[config.mk]
export PLATFORM = sky130hd
export DESIGN_NAME = adder_arb_ctrl
export DESIGN_NICKNAME = d
export VERILOG_FILES = /design/src/rtl/adder_arb_pkg.sv /design/src/rtl/adder_rr_arb.sv /design/src/rtl/adder_arb_ctrl.sv
export SDC_FILE = /design/constraint.sdc
export NUM_CORES = 1
export LEC_CHECK = 0
export ABC_CLOCK_PERIOD_IN_PS = 3000
export CAP_MARGIN = 5
export CORE_AREA = 2 2 62 75
export CTS_BUF_LIST = sky130_fd_sc_hd__clkbuf_4 sky130_fd_sc_hd__clkbuf_8 sky130_fd_sc_hd__clkbuf_16
export DETAILED_ROUTE_END_ITERATION = 8
export DIE_AREA = 0 0 64 77
export HOLD_SLACK_MARGIN = 0.05
export PLACE_DENSITY = 0.73
export SLEW_MARGIN = 20
export SYNTH_ARGS = -nofsm -noshare
export SYNTH_HDL_FRONTEND = slang
export SYNTH_SLANG_ARGS = --single-unit
export TNS_END_PERCENT = 1
[constraint.sdc]
create_clock -name clk -period 3 [get_ports clk]
set_clock_uncertainty 0.1 [all_clocks]
set_input_delay 0.6 -clock clk [delete_from_list [all_inputs] [get_ports clk]]
set_output_delay 0.6 -clock clk [all_outputs]
set_load 0.02 [all_outputs]
[src/rtl/adder_arb_pkg.sv]
// adder_arb_pkg: shared state encoding and default sizing for the
// adder arbitration controller (adder_arb_ctrl and adder_rr_arb).
`timescale 1ns/1ps
package adder_arb_pkg;

    typedef enum logic [1:0] {
        ST_IDLE  = 2'd0,
        ST_ISSUE = 2'd1,
        ST_WAIT  = 2'd2,
        ST_RESP  = 2'd3
    } arb_state_t;

    localparam int DEF_NUM_REQ = 4;
    localparam int DEF_WIDTH   = 4;
    localparam int OP_CNT_W    = 16;

endpackage

[src/rtl/adder_rr_arb.sv]
// adder_rr_arb: combinational round-robin picker. Grants the first active
// request at or after the pointer, wrapping past the top requester.
`timescale 1ns/1ps
module adder_rr_arb
    import adder_arb_pkg::*;
#(
    parameter int NUM_REQ = DEF_NUM_REQ,
    parameter int IDX_W   = $clog2(NUM_REQ)
) (
    input  logic [NUM_REQ-1:0] i_req,
    input  logic [IDX_W-1:0]   i_ptr,
    output logic [NUM_REQ-1:0] o_gnt,
    output logic [IDX_W-1:0]   o_idx
);

    logic w_found;
    int   w_pos;

    // Walk the requesters starting at the pointer and keep the first hit.
    always_comb begin
        o_gnt   = '0;
        o_idx   = '0;
        w_found = 1'b0;
        w_pos   = 0;
        for (int k = 0; k < NUM_REQ; k++) begin
            w_pos = int'(i_ptr) + k;
            if (w_pos >= NUM_REQ) begin
                w_pos = w_pos - NUM_REQ;
            end
            if (!w_found && i_req[w_pos]) begin
                w_found      = 1'b1;
                o_gnt[w_pos] = 1'b1;
                o_idx        = IDX_W'(w_pos);
            end
        end
    end

endmodule

[src/rtl/adder_arb_ctrl.sv]
// adder_arb_ctrl: shares one registered adder among NUM_REQ requesters.
// Sequence per operation: IDLE (grant) -> ISSUE -> WAIT -> RESP.
// Optional build macro ADDER_ARB_CTRL_STATS_EN adds a saturating op_count.
`timescale 1ns/1ps
module adder_arb_ctrl
    import adder_arb_pkg::*;
#(
    parameter int NUM_REQ = DEF_NUM_REQ,
    parameter int WIDTH   = DEF_WIDTH
) (
    input  logic                       clk,
    input  logic                       rst,
    input  logic [NUM_REQ-1:0]         req_valid,
    output logic [NUM_REQ-1:0]         req_ready,
    input  logic [NUM_REQ*WIDTH-1:0]   req_a,
    input  logic [NUM_REQ*WIDTH-1:0]   req_b,
    output logic                       add_enable,
    output logic [WIDTH-1:0]           add_a,
    output logic [WIDTH-1:0]           add_b,
    input  logic [WIDTH:0]             add_sum,
    output logic                       rsp_valid,
    input  logic                       rsp_ready,
    output logic [$clog2(NUM_REQ)-1:0] rsp_id,
    output logic [WIDTH:0]             rsp_sum
`ifdef ADDER_ARB_CTRL_STATS_EN
    ,
    output logic [OP_CNT_W-1:0]        op_count
`endif
);

    localparam int IDX_W = $clog2(NUM_REQ);

    arb_state_t         r_state;
    arb_state_t         w_next;
    logic [IDX_W-1:0]   r_rr_ptr;
    logic [IDX_W-1:0]   r_idx;
    logic [WIDTH-1:0]   r_add_a;
    logic [WIDTH-1:0]   r_add_b;
    logic [WIDTH:0]     r_rsp_sum;
    logic [NUM_REQ-1:0] w_gnt;
    logic [IDX_W-1:0]   w_gnt_idx;
    logic               w_any;
    logic               w_grant;
    logic               w_rsp_hs;
    logic [WIDTH-1:0]   w_sel_a;
    logic [WIDTH-1:0]   w_sel_b;

    adder_rr_arb #(
        .NUM_REQ (NUM_REQ),
        .IDX_W   (IDX_W)
    ) u_rr_arb (
        .i_req (req_valid),
        .i_ptr (r_rr_ptr),
        .o_gnt (w_gnt),
        .o_idx (w_gnt_idx)
    );

    assign w_any   = |w_gnt;
    assign w_sel_a = req_a[int'(w_gnt_idx)*WIDTH +: WIDTH];
    assign w_sel_b = req_b[int'(w_gnt_idx)*WIDTH +: WIDTH];

    assign add_a   = r_add_a;
    assign add_b   = r_add_b;
    assign rsp_id  = r_idx;
    assign rsp_sum = r_rsp_sum;

    // FSM state register.
    always_ff @(posedge clk or negedge rst) begin
        if (!rst) begin
            r_state <= ST_IDLE;
        end else begin
            r_state <= w_next;
        end
    end

    // Next-state decode and state-driven outputs; the grant is qualified by
    // rst so req_ready reads low while reset is held even though we sit in IDLE.
    always_comb begin
        w_next     = r_state;
        w_grant    = 1'b0;
        w_rsp_hs   = 1'b0;
        req_ready  = '0;
        add_enable = 1'b0;
        rsp_valid  = 1'b0;
        case (r_state)
            ST_IDLE: begin
                if (w_any && rst) begin
                    req_ready = w_gnt;
                    w_grant   = 1'b1;
                    w_next    = ST_ISSUE;
                end
            end
            ST_ISSUE: begin
                add_enable = 1'b1;
                w_next     = ST_WAIT;
            end
            ST_WAIT: begin
                w_next = ST_RESP;
            end
            ST_RESP: begin
                rsp_valid = 1'b1;
                if (rsp_ready) begin
                    w_rsp_hs = 1'b1;
                    w_next   = ST_IDLE;
                end
            end
            default: begin
                w_next = ST_IDLE;
            end
        endcase
    end

    // Latch operands/owner on grant, capture the sum in WAIT, advance the pointer on handshake.
    always_ff @(posedge clk or negedge rst) begin
        if (!rst) begin
            r_rr_ptr  <= '0;
            r_idx     <= '0;
            r_add_a   <= '0;
            r_add_b   <= '0;
            r_rsp_sum <= '0;
        end else begin
            if (w_grant) begin
                r_idx   <= w_gnt_idx;
                r_add_a <= w_sel_a;
                r_add_b <= w_sel_b;
            end
            if (r_state == ST_WAIT) begin
                r_rsp_sum <= add_sum;
            end
            if (w_rsp_hs) begin
                r_rr_ptr <= (r_idx == IDX_W'(NUM_REQ - 1)) ? '0 : r_idx + 1'b1;
            end
        end
    end

`ifdef ADDER_ARB_CTRL_STATS_EN
    logic [OP_CNT_W-1:0] r_op_count;

    // Count completed response handshakes, sticking at all-ones.
    always_ff @(posedge clk or negedge rst) begin
        if (!rst) begin
            r_op_count <= '0;
        end else if (w_rsp_hs && (r_op_count != '1)) begin
            r_op_count <= r_op_count + 1'b1;
        end
    end

    assign op_count = r_op_count;
`endif

endmodule

* After elaboration in Yosys (flattened, before gate mapping)
Cells that the tools add are included.
** Operators by class
- Add/sub/neg operators :: 8
- Multiply operators :: 0
- Div/mod/pow operators :: 0
- Order comparisons :: 12
- Equal/unequal tests :: 6
- Shift operators :: 2
- Muxes and demuxes :: 47
- Bitwise logic cells :: 3
- Reduce and logical (&&, ||, !) cells :: 14
** Operator list (number)
- greater-or-equal comparator 32 x 1 -> 1 bit, second input constant :: 4
- < comparator 32 x 4 -> 1 bit, second input constant :: 4
- two-way mux 32 bit :: 4
- greater-or-equal comparator 32 x 4 -> 1 bit, second input constant :: 3
- subtractor 32 x 4 -> 32 bit, second input constant :: 3
- variable part select 16 x 5 -> 4 bit :: 2
- two-way mux 4 bit :: 6
- two-way mux 1 bit :: 21
- two-way mux 2 bit :: 7
- bitwise OR 4 bit :: 3
- binary-select mux 1 bit (select 2 bit) :: 4
- demux 1 bit (select 2 bit) :: 4
- logical AND 1 bit :: 8
- one-hot mux 2 bit (4 select lines) :: 1
- adder 2 x 2 -> 3 bit, second input constant :: 2
- equality test 2 bit, second input constant :: 3
- inequality test 2 bit, second input constant :: 2
- OR reduction 4 bit :: 1
- subtractor 2 x 3 -> 4 bit, second input constant :: 1
- adder 2 x 1 -> 3 bit, second input constant :: 1
- greater-or-equal comparator 2 x 3 -> 1 bit, second input constant :: 1
- zero test 1 bit :: 3
- adder 2 x 1 -> 2 bit, second input constant :: 1
- equality test 2 x 1 -> 1 bit, second input constant :: 1
- other kinds (2) :: 2
** Word-level totals
- Flip-flop bits (word level) :: 19
- Latch bits :: 0
- Memory bits (writable) :: 0
- ROM bits :: 0
- Bits of input ports :: 44
- Output and inout port bits :: 21
- Word-level logic and storage cells :: 98
- Memories :: 0

* Longest topological paths before layout
Gate-level depths: netlist (run 1).
- Depth after elaboration :: 19
- Mapped depth :: 12
- Depth with buffers taken out :: 9

* Cells and area by module
From an unflattened synthesis (run 1), not the netlist that was laid out.
** Unflattened totals
- Cells, all modules :: 117
- Area total of the unflattened synthesis :: 1529.0 µm²
** By module, submodules not included
- adder_arb_ctrl :: times used 1, cells each 68, area each 1072.3 µm², sequential area each 475.5 µm²
- adder_rr_arb :: times used 1, cells each 49, area each 456.7 µm², sequential area each 0.0 µm²

* Worst setup path before layout (run 1)
OpenSTA, ideal clock, no wires.
- Path type :: reg-to-output
- From :: register r_rr_ptr[1]
- To :: output port req_ready[1]
- Arrival time :: 2.284 ns
- Data required time :: 2.300 ns
- Setup slack :: 0.016 ns
- Cell stages (with the launch flop) :: 8
- Buffers on the path :: 1
- Cells stage by stage :: dfrtp_1 inv_1 ha_1 buf_2 mux4_2 o32ai_1 a211o_1 nor2b_1
** Between the ends
- Word-level cells in the longest chain between the ends :: 19
- Elaborated cells on any way between the ends :: 67
- Classes of those cells :: 7 x add/sub; 12 x order compare; 33 x mux; 3 x bitwise; 12 x reduce/logical
** RTL lines
- from (decl) :: line adder_arb_ctrl.sv:35 : logic [IDX_W-1:0] r_rr_ptr;
- from (signal assigned) :: line adder_arb_ctrl.sv:131 : r_rr_ptr <= (r_idx == IDX_W'(NUM_REQ - 1)) ? '0 : r_idx + 1'b1;
- parallel branches: the longest is 14 deep, another holds subtractor 32 x 4 -> 32 bit
- two-way mux 4 bit * :: line adder_rr_arb.sv:30 : if (!w_found && i_req[w_pos]) begin
- OR reduction 4 bit :: line adder_arb_ctrl.sv:58 : assign w_any = |w_gnt;
- logical AND 1 bit :: line adder_arb_ctrl.sv:87 : if (w_any && rst) begin
- two-way mux 4 bit * :: line adder_arb_ctrl.sv:87
- two-way mux 4 bit * :: line adder_arb_ctrl.sv:85 : case (r_state)
- to (decl) :: line adder_arb_ctrl.sv:14 : output logic [NUM_REQ-1:0] req_ready,
Mark *: on every way between the ends. The select of a mux whose other input is x is not followed.

* Final worst setup path (run 1)
- From :: register r_rr_ptr[0]
- To :: output port req_ready[3]
Same word-level chain as after synthesis.

==> flow_summary_export.csv, run 1 <==
group,metric,value,unit
pwr,power.leakage,1.10,nW
routing,viasPerCell,5.08,
die,ios,65,
sta,rsz0062_at_grt,"yes",
sta,hold_viol,0,
grt,grtUsageTotal,15.5,%
routing,routed_wl,3.70,mm
finish,final_nets,293,
sta,holdWs,0.389,ns
placed_design,dpl_worst_slack,-0.628,ns
logic_synthesis,synth_top_cell_area_share,30.1,%
sta,fin_ws,0.00735,ns
finish,final_cell_mix,"clkdlybuf4s50_1 (56), mux2i_1 (26), buf_4 (25)",
placed_design,dp_hpwl,2.94,mm
routing,route.detailed.drc,0,
grt,grt_pass1_wl,6.29,mm
routing,first_pass_iters,4,
routing,post_drt_wl_per_cell,12.5,um
die,rows,26,
die,fp.dieW,64,um
logic_synthesis,synth_cells,158,
critical_path,start_kind,"flop",
sta,post-route-period-util,99.8,%
pwr,power,2.57,mW
die,dieHeight,77,um
logic_synthesis,synth_seq_cells,19,
sta,tightest_slew,0.330,ns
critical_path,cp.required,2.30,ns
logic_synthesis,synth.area.top_cells,"dfrtp_1 (30%), mux2i_1 (16%), ha_1 (7.1%), mux2_1 (6.4%), mux2_2 (4.3%)",
clocking,hold_buffers,0,
logic_synthesis,syn_nets,211,
grt,antenna_found_initial,0,
routing,drtAntennaViolNets,0,
clocking,clkTransAtPathRegs,0.07,ns
critical_path,critical_path.startpoint,"r_rr_ptr[0]",
die,die_area,0.00493,mm2
logic_synthesis,synth.yosys.seq_area_share,30.1,%
critical_path,endpoint,"req_ready[3]",
sta,maxSlewViolCount,0,
placed_design,placed_area,0.00241,mm2
grt,grt_overflow_total,0,
critical_path,slowest_delay,0.59,ns
clocking,clkLatencyLatePin,0.25,ns
logic_synthesis,yosys.area.top_type,"dfrtp_1",
pwr,powerDensity,1030,mW/mm2
hold_path,hold_path_class,"reg2reg",
hold_path,holdPathStages,1,
critical_path,critPathKind,"reg2out",
sta,slew_headroom,77.8,%
routing,vias,1498,
logic_synthesis,syn-cell-area,0.00158,mm2
finish,layout_commonest_cell,"clkdlybuf4s50_1",
finish,layout-drive-gt1-share,20.9,%
die,start_util,37.7,%
sta,fin_crit,2.99,ns
critical_path,critPathMaxFanout,6,
clocking,clock_sinks,19,
critical_path,r2r-start,"r_rr_ptr[0]",
critical_path,worstPathCellList,"inv_2, ha_4, mux4_2, a21oi_2, a21oi_1, a221o_1, nor2b_1, buf_4",
critical_path,endpoint_kind,"primary output",
finish,num_antenna_cells,0,
logic_synthesis,yosysWarnings,0,
finish,syn2layout_area_growth,57.8,%
pwr,ir_drop,0.455,mV
clocking,cts_root_buffer,"clkbuf_8",
clocking,htree_levels,1,
critical_path,arrival,2.29,ns
placed_design,portBuffers,64,
sta,finalSetupViolCount,0,
critical_path,r2r_cells,10,
critical_path,slowest_stage,"mux4_2",
flow_run,maxCapViolations,0,
sta,timing.fmax,334,MHz
finish,fin_area,0.00249,mm2
clocking,cts_buffer_depth,2,
outcome,status,"completed",
clocking,cts_tree,"done",
logic_synthesis,synth_cell_type_count,36,
placed_design,place_congestion,0.874,
clocking,cts_buffers,3,
logic_synthesis,syn_avg_cell_area,10.0,um2
routing,drtIter0Drc,75,
grt,grt_start_max_net_pins,23,
grt,grt_pass1_vias,1488,
finish,fillers,374,
critical_path,r2r_end,"add_b[3]",
die,core,0.00420,mm2
critical_path,worst-r2r-setup-slack,0.10,ns
-- layout make-up --
class                           count  area [um2]  area share, %
Clock inverter                      1        5.00          0.201
Inverter                            8        30.0           1.20
Multi-Input combinational cell    121        1060           42.7
Tap cell                           56        70.1           2.81
Sequential cell                    19         475           19.1
Timing Repair Buffer               87         808           32.4
Clock buffer                        3        41.3           1.65
-- Yosys cell counts --
cell type and instances:
mux2i_1 26, mux4_2 3, or4b_1 1, nor2b_1 5
o211ai_1 1, nor3b_1 2, o221ai_1 1, mux2_1 9
ha_1 9, clkbuf_1 2, o22ai_1 1, a221o_1 3
a21oi_1 4, a21boi_0 1, nor4_4 1, o31ai_1 1
nor2_4 1, o21ai_0 10, a211o_1 1, inv_1 7
nand2_1 13, inv_2 1, nand3_1 2, dfrtp_1 19
o32ai_1 1, a31oi_1 1, and3b_1 2, buf_1 1
a22oi_1 1, nor3_1 2, nand2b_1 6, nor2_1 4
nand4_1 1, buf_2 7, nand4b_1 2, mux2_2 6
-- per-layer routing --
layer | up-vias | track usage, % | part of all wire (%)
li1 | 740 | - | -
met1 | 701 | 17.6 | 41
met2 | 51 | 27.5 | 49
met3 | 6 | 4.69 | 8.7
met4 | 0 | 4.35 | 1.2
met5 | - | 0 | 0
-- worst max-delay path: cells and delay by family, from the launching register on --
kind,cells,cell delay [ns]
multiplexers,1,0.59
AO/OA/AOI/OAI,3,0.47
flip-flops,1,0.36
adder cells (fa/ha/maj),1,0.28
buffers and inverters,2,0.22
AND/OR/NAND/NOR,1,0.13
-- logic make-up (layout without fill, tap and decap cells) --
| group | after synthesis | in the layout | synth area share, % |
|---|---|---|---|
| buf+inv | 18 | 99 | 4.83 |
| mux | 44 | 44 | 31.4 |
| fa+ha+maj | 9 | 9 | 7.12 |
| compound gates | 26 | 26 | 10.7 |
| simple gates | 42 | 42 | 15.9 |
| flops | 19 | 19 | 30.1 |
-- worst min path at each step --
stage | startpoint | slack (ns) | to
6_report | add_a[1] | 0.39 | add_a[1]
4_1_cts | add_a[1] | 0.39 | add_a[1]
3_5_place_dp | add_a[2] | 0.37 | add_a[2]
5_1_grt | add_a[0] | 0.42 | add_a[0]
2_1_floorplan | rst | 0.20 | add_a[0]
3_3_place_gp | add_b[0] | 0.37 | add_b[0]
-- where the power goes --
group / switching [mW] / internal [mW] / leakage (nW)
combinational: 0.910 / 1.01 / 0.851
sequential: 0.0808 / 0.392 / 0.223
clock: 0.0808 / 0.0921 / 0.0255
-- timing repair --
item / 4_1_cts / 5_1_grt
buffers inserted: 2 / 2
pin swaps: 3 / 6
endpoints found under the setup margin: 14 / 14
gates resized for setup: 23 / 8
-- sequential cells by signal (all words and copies together), names as in the netlist --
register,flops
add_a,4
add_b,4
r_rr_ptr,2
r_state,2
rsp_id,2
rsp_sum,5
-- through the flow --
step / TNS, ns / util [%] / cells
global placement: -5.69 / 57.3 / 287
finish: 0 / 59.5 / 295
detailed placement: -6.42 / 57.3 / 287
CTS: -0.0102 / 58.6 / 293
global route: -0.621 / 59.5 / 295
floorplan: 0 / - / 158
Note: power is estimated with default switching activity, not from simulation.
==> run 2, diff against run 1 <==
Settings changed: CAP_MARGIN 5 to 15.
==> results of run 2 <==
Final layout, timing and power as in run 1 (identical DEF).
